File: src/rtl/segre_pkg.sv
// Shared types and defaults for the segre core.
// Fetch stage state and fetch queue entry layout.
package segre_pkg;

  localparam int unsigned DEF_ADDR_SIZE = 32;
  localparam int unsigned DEF_WORD_SIZE = 32;
  localparam int unsigned DEF_FQ_DEPTH  = 4;
  localparam logic [31:0] DEF_RESET_PC  = 32'h0000_0000;

  typedef enum logic [1:0] {
    IDLE,
    WAIT_RESP,
    DROP
  } fetch_state_e;

  typedef struct packed {
    logic [DEF_ADDR_SIZE-1:0] pc;
    logic [DEF_WORD_SIZE-1:0] instr;
  } fq_entry_t;

endpackage

File: src/rtl/segre_fetch_queue.sv
// Circular fetch queue between the fetch FSM and decode.
// Flush clears pointers and count; storage is not reset.
module segre_fetch_queue
  import segre_pkg::*;
#(
  parameter int unsigned DEPTH = DEF_FQ_DEPTH,
  parameter type entry_t = fq_entry_t,
  parameter int unsigned CW = $clog2(DEPTH) + 1
) (
  input  logic          clk,
  input  logic          rst,
  input  logic          flush,
  input  logic          push,
  input  entry_t        push_data,
  input  logic          pop,
  output entry_t        head,
  output logic [CW-1:0] count,
  output logic          full,
  output logic          empty
);

  localparam int unsigned PW = $clog2(DEPTH);

  entry_t mem [DEPTH];
  logic [PW-1:0] wr_ptr;
  logic [PW-1:0] rd_ptr;
  logic [CW-1:0] cnt;

  always_ff @(posedge clk) begin
    if (rst || flush) begin
      wr_ptr <= '0;
      rd_ptr <= '0;
      cnt    <= '0;
    end else begin
      if (push) wr_ptr <= wr_ptr + PW'(1);
      if (pop)  rd_ptr <= rd_ptr + PW'(1);
      cnt <= cnt + CW'(push) - CW'(pop);
    end
  end

  always_ff @(posedge clk) begin
    if (!rst && !flush && push)
      mem[wr_ptr] <= push_data;
  end

  // issue gating upstream must make this unreachable
  always_ff @(posedge clk) begin
    if (!rst && !flush)
      assert (!(push && full && !pop))
        else $error("fetch queue overflow");
  end

  assign head  = mem[rd_ptr];
  assign count = cnt;
  assign full  = (cnt == CW'(DEPTH));
  assign empty = (cnt == '0);

endmodule

File: src/rtl/segre_fetch_unit.sv
// Fetch stage: owns the PC, issues I-cache requests and
// buffers responses in a fetch queue feeding decode.
module segre_fetch_unit
  import segre_pkg::*;
#(
  parameter int unsigned ADDR_SIZE = DEF_ADDR_SIZE,
  parameter int unsigned WORD_SIZE = DEF_WORD_SIZE,
  parameter int unsigned FQ_DEPTH  = DEF_FQ_DEPTH,
  parameter logic [ADDR_SIZE-1:0] RESET_PC =
    ADDR_SIZE'(DEF_RESET_PC)
) (
  input  logic                         clk_i,
  input  logic                         rst_i,
  output logic                         ic_req_o,
  output logic [ADDR_SIZE-1:0]         ic_addr_o,
  input  logic                         ic_gnt_i,
  input  logic                         ic_rvalid_i,
  input  logic [WORD_SIZE-1:0]         ic_rdata_i,
  input  logic                         redirect_i,
  input  logic [ADDR_SIZE-1:0]         redirect_pc_i,
  output logic                         id_valid_o,
  input  logic                         id_ready_i,
  output logic [WORD_SIZE-1:0]         id_instr_o,
  output logic [ADDR_SIZE-1:0]         id_pc_o,
  output logic [$clog2(FQ_DEPTH):0]    fq_count_o
);

  localparam int unsigned CW = $clog2(FQ_DEPTH) + 1;

  typedef struct packed {
    logic [ADDR_SIZE-1:0] pc;
    logic [WORD_SIZE-1:0] instr;
  } entry_t;

  fetch_state_e state_q, state_d;
  logic [ADDR_SIZE-1:0] pc_q, pc_d;
  logic [ADDR_SIZE-1:0] req_pc_q, req_pc_d;
  logic req, push, pop;
  logic fq_full, fq_empty;
  logic [CW-1:0] count;
  entry_t head, push_data;

  always_ff @(posedge clk_i) begin
    if (rst_i) begin
      state_q  <= IDLE;
      pc_q     <= RESET_PC;
      req_pc_q <= RESET_PC;
    end else begin
      state_q  <= state_d;
      pc_q     <= pc_d;
      req_pc_q <= req_pc_d;
    end
  end

  always_comb begin
    state_d  = state_q;
    pc_d     = pc_q;
    req_pc_d = req_pc_q;
    req      = 1'b0;
    push     = 1'b0;
    if (redirect_i) begin
      pc_d = redirect_pc_i & ~ADDR_SIZE'(3);
      // a response still owed by the cache must be swallowed
      unique case (state_q)
        IDLE:      state_d = IDLE;
        WAIT_RESP: state_d = ic_rvalid_i ? IDLE : DROP;
        DROP:      state_d = ic_rvalid_i ? IDLE : DROP;
        default:   state_d = IDLE;
      endcase
    end else begin
      unique case (state_q)
        IDLE: begin
          req = !fq_full;
          if (req && ic_gnt_i) begin
            req_pc_d = pc_q;
            pc_d     = pc_q + ADDR_SIZE'(4);
            state_d  = WAIT_RESP;
          end
        end
        WAIT_RESP: begin
          if (ic_rvalid_i) begin
            push    = 1'b1;
            state_d = IDLE;
          end
        end
        DROP: begin
          if (ic_rvalid_i) state_d = IDLE;
        end
        default: state_d = IDLE;
      endcase
    end
  end

  assign push_data.pc    = req_pc_q;
  assign push_data.instr = ic_rdata_i;

  segre_fetch_queue #(
    .DEPTH   (FQ_DEPTH),
    .entry_t (entry_t),
    .CW      (CW)
  ) u_fq (
    .clk       (clk_i),
    .rst       (rst_i),
    .flush     (redirect_i),
    .push      (push),
    .push_data (push_data),
    .pop       (pop),
    .head      (head),
    .count     (count),
    .full      (fq_full),
    .empty     (fq_empty)
  );

  assign ic_req_o   = req && !rst_i;
  assign ic_addr_o  = rst_i ? RESET_PC : pc_q;
  assign id_valid_o = !fq_empty && !redirect_i && !rst_i;
  assign pop        = id_valid_o && id_ready_i;
  assign id_instr_o = rst_i ? '0 : head.instr;
  assign id_pc_o    = rst_i ? '0 : head.pc;
  assign fq_count_o = rst_i ? '0 : count;

endmodule

File: config.mk
export PLATFORM = sky130hd
export DESIGN_NAME = segre_fetch_unit
export DESIGN_NICKNAME = d
export VERILOG_FILES = /design/src/rtl/segre_pkg.sv /design/src/rtl/segre_fetch_queue.sv /design/src/rtl/segre_fetch_unit.sv
export SDC_FILE = /design/constraint.sdc
export NUM_CORES = 1
export LEC_CHECK = 0
export ABC_CLOCK_PERIOD_IN_PS = 9200
export CAP_MARGIN = 20
export CORE_MARGIN = 2
export CORE_UTILIZATION = 50
export CTS_BUF_LIST = sky130_fd_sc_hd__clkbuf_4
export DETAILED_ROUTE_END_ITERATION = 8
export GPL_TIMING_DRIVEN = 0
export PLACE_DENSITY = 0.77
export SYNTH_ARGS = -nofsm -noshare
export SYNTH_HDL_FRONTEND = slang
export SYNTH_SLANG_ARGS = --single-unit
File: constraint.sdc
create_clock -name clk_i -period 9.2 [get_ports clk_i]
set_clock_uncertainty 0.2 [all_clocks]
set_input_delay 0.92 -clock clk_i [delete_from_list [all_inputs] [get_ports clk_i]]
set_output_delay 0.92 -clock clk_i [all_outputs]
set_load 0.01 [all_outputs]
==> flow_summary.toml <==
[outcome]
status = "completed"

[worst_setup_path]
rrSetupSlack_ns = 6.67
crit_fanout = 10
slowest_stage = "clkbuf_1"
critPathLaunch = "rst_i"
setup.worst_path.class = "input port to primary output"
crit_path_end_kind = "primary output"
critPathArrivalTime_ns = 3.64
rr_startpoint = "u_fq.count[1]$_SDFF_PP0_"
cp.required_ns = 8.08
critPathBufInv = 4
path_cells = "clkdlybuf4s50_1, inv_1, clkbuf_1, nand2_1, nor2_1, clkdlybuf4s50_1"
crit_top_cell = "clkdlybuf4s50_1"
critPathMaxStageDelay_ns = 0.62
crit_path_start_kind = "input port"
path_delay_family = "buffers and inverters"

[synthesis]
synthFlopType = "edfxtp_1"
yosysMostFrequentCell = "edfxtp_1"
ys_seq_area_share_pct = 68.32
ys_ff_latch = 319
synthTopCellsByArea = "edfxtp_1 (57%), dfxtp_1 (11%), mux4_2 (11%), and2_1 (3.4%), nand2_1 (2.4%)"
syn_area_per_cell_sq_um = 15.24
synth_edf_count = 248
ys_top_cells_by_count = "edfxtp_1 (248), nand2_1 (84), dfxtp_1 (71), and2_1 (70), mux4_2 (62)"
async_flop_share_pct = 0
synth_warnings = 0
synth.distinct_cells = 49
synth_top_area_share_pct = 57.37
synth_area_sq_um = 12980
synthCells = 852
synth_area_leader_cell = "edfxtp_1"

[timing]
finalHoldViolCount = 0
period_minus_slack_ns = 4.758
setup_tns_ns = 0
max_freq_mhz = 210.2
tightest_slew_ns = 0.7712
rsz0062_at_grt = "no"
period_share_pct = 51.71
relSlewSlack_pct = 48.59
drv_slew = 0
setup_viol = 0

[power]
power.switching_uw = 630.7
sw_frac_of_total_pct = 21.45
pwr-share-seq_pct = 53.8
p_leak_uw = 0.005373
internal_power_uw = 2310
combPwrFrac_pct = 5.1
p_per_area_nw_per_um2 = 181.4
pwr-share-clk_pct = 41.1
finalPower_uw = 2941
ir_drop_mv = 0.08214

[drt]
wl_per_cell_microns = 18.48
finalWirelength_microns = 27560
route.detailed.drc = 0
vias_per_cell = 5.349
drt_iter0_drc = 584
firstDrtPassIters = 5
vias = 7976
antenna_left = 0

[die]
core_area_sq_um = 25330
fp.dieW_microns = 165.1
die_area_sq_um = 27270
rows = 58
start_util_pct = 51.25
io_pins = 171
die_h_microns = 165.1

[global_routing]
antenna_found_initial = 1
grt_max_degree = 44
grt_pass1_wl_microns = 43040
grt_usage_pct = 20.75
grt.overflow.total = 0
grt_pass1_vias = 8221

[clock_network]
ctsResizeCount = 0
clk_path_buf_depth = 3
htree_levels = 3
clkLatencyLatePin_ns = 0.67
path_clk_slew_ns = 0.06
hold_buffers = 0
cts.sinks = 319
cts_buffers = 80
tritoncts = "done"
cts-root-buf = "clkbuf_4"
post_cts_buffers = 0

[min_path]
hold_start = "req_pc_q[3]$_SDFFE_PP0P_"
hold_class = "flip-flop to flip-flop"

[cells_and_area]
nets = 1185
instances_no_fill = 1491
drive_gt1_share_pct = 19.74
synthToLayoutAreaGrowth_pct = 24.89

[flow_run]
cap_violations = 0

[place]
numPortBuffers = 164
gp_congestion = 0.9035
place_hpwl_microns = 18250
dp.cells = 1353
-- worst min-delay path: stages (launching register included) --
cell,delay [ns]
dfxtp_1,0.33
nand2_1,0.06
a21oi_1,0.05
-- cells in the final DEF, fill, tap and decap left out, types with 5 or more instances in the layout --
cell type / netlist / routed
a211oi_1: 18 / 18
a21oi_1: 37 / 37
and2_1: 70 / 70
buf_1: 5 / 5
buf_2: 11 / 11
buf_4: 5 / 5
clkbuf_1: 36 / 36
clkbuf_4: 0 / 119
clkdlybuf4s50_1: 0 / 164
clkinv_1: 0 / 8
dfxtp_1: 71 / 71
edfxtp_1: 248 / 248
ha_1: 9 / 9
inv_1: 10 / 10
mux4_2: 62 / 62
nand2_1: 84 / 84
nand3_1: 13 / 13
nand4_1: 11 / 11
nor2_1: 36 / 36
nor2b_1: 32 / 32
nor4_1: 8 / 8
xnor2_1: 18 / 18
xor2_1: 14 / 14
-- sequential cells by signal, summed over array words and instances (netlist names), named ones only --
name         count
pc_q            30
req_pc_q        30
state_q          2
u_fq.count       3
u_fq.mem       248
u_fq.rd_ptr      2
u_fq.wr_ptr      2
-- final cells by class --
class	count	area (sq um)
inverters	11	41.29
diodes	1	2.502
flip-flops and latches	319	8869
well taps	330	412.9
multi-input cells	467	3845
fillers	1845	9115
clock buffers	119	893.4
repair buffers	168	1737
clock inverters	18	153.9
plain buffers	58	257.7
-- per-stage QoR --
stage	worst slack, ns	instance area, sq um	util, %	hold WS (ns)
after global routing	4.189	16210	64.01	0.3207
after CTS	4.332	16210	64.00	0.2974
after global placement	4.044	15050	59.41	0.2781
final	4.442	16210	64.01	0.2962
after floorplan	5.855	12990	-	0.2600
after detailed placement	4.338	15160	59.87	0.2889
-- final timing paths --
check                        endpoint  cells after the start
min reg2reg  req_pc_q[3]$_SDFFE_PP0P_                      2
max                        id_valid_o                      6
max reg2reg  u_fq.count[2]$_SDFF_PP0_                     10
min          req_pc_q[3]$_SDFFE_PP0P_                      2
-- layer usage --
metal	routed length, microns	GRT usage, %
met1	11550	27.12
met2	13160	33.37
met3	2205	5.519
met4	641	8.182
met5	0	0
-- cell families after synthesis --
family          after synthesis  share of synthesized area (%)
compound gates               74                          3.576
flops                       319                          68.32
xor+xnor                     32                          2.159
buf+inv                      69                          2.304
other cells                   1                        0.02889
mux                          62                          10.76
simple gates                285                          11.84
fa+ha+maj                    10                          1.022
-- power by group through the flow --
| stage | clock, uW | sequential (uW) | combinational (uW) |
|---|---|---|---|
| 6_report | 1210 | 1580 | 150 |
| 4_1_cts | 1240 | 1580 | 150 |
| 3_3_place_gp | 0 | 1610 | 147 |
| 3_5_place_dp | 0 | 1610 | 149 |
| 2_1_floorplan | 0 | 1600 | 69.7 |
| 5_1_grt | 1310 | 1580 | 163 |
Power figures use the tool's default switching activity.
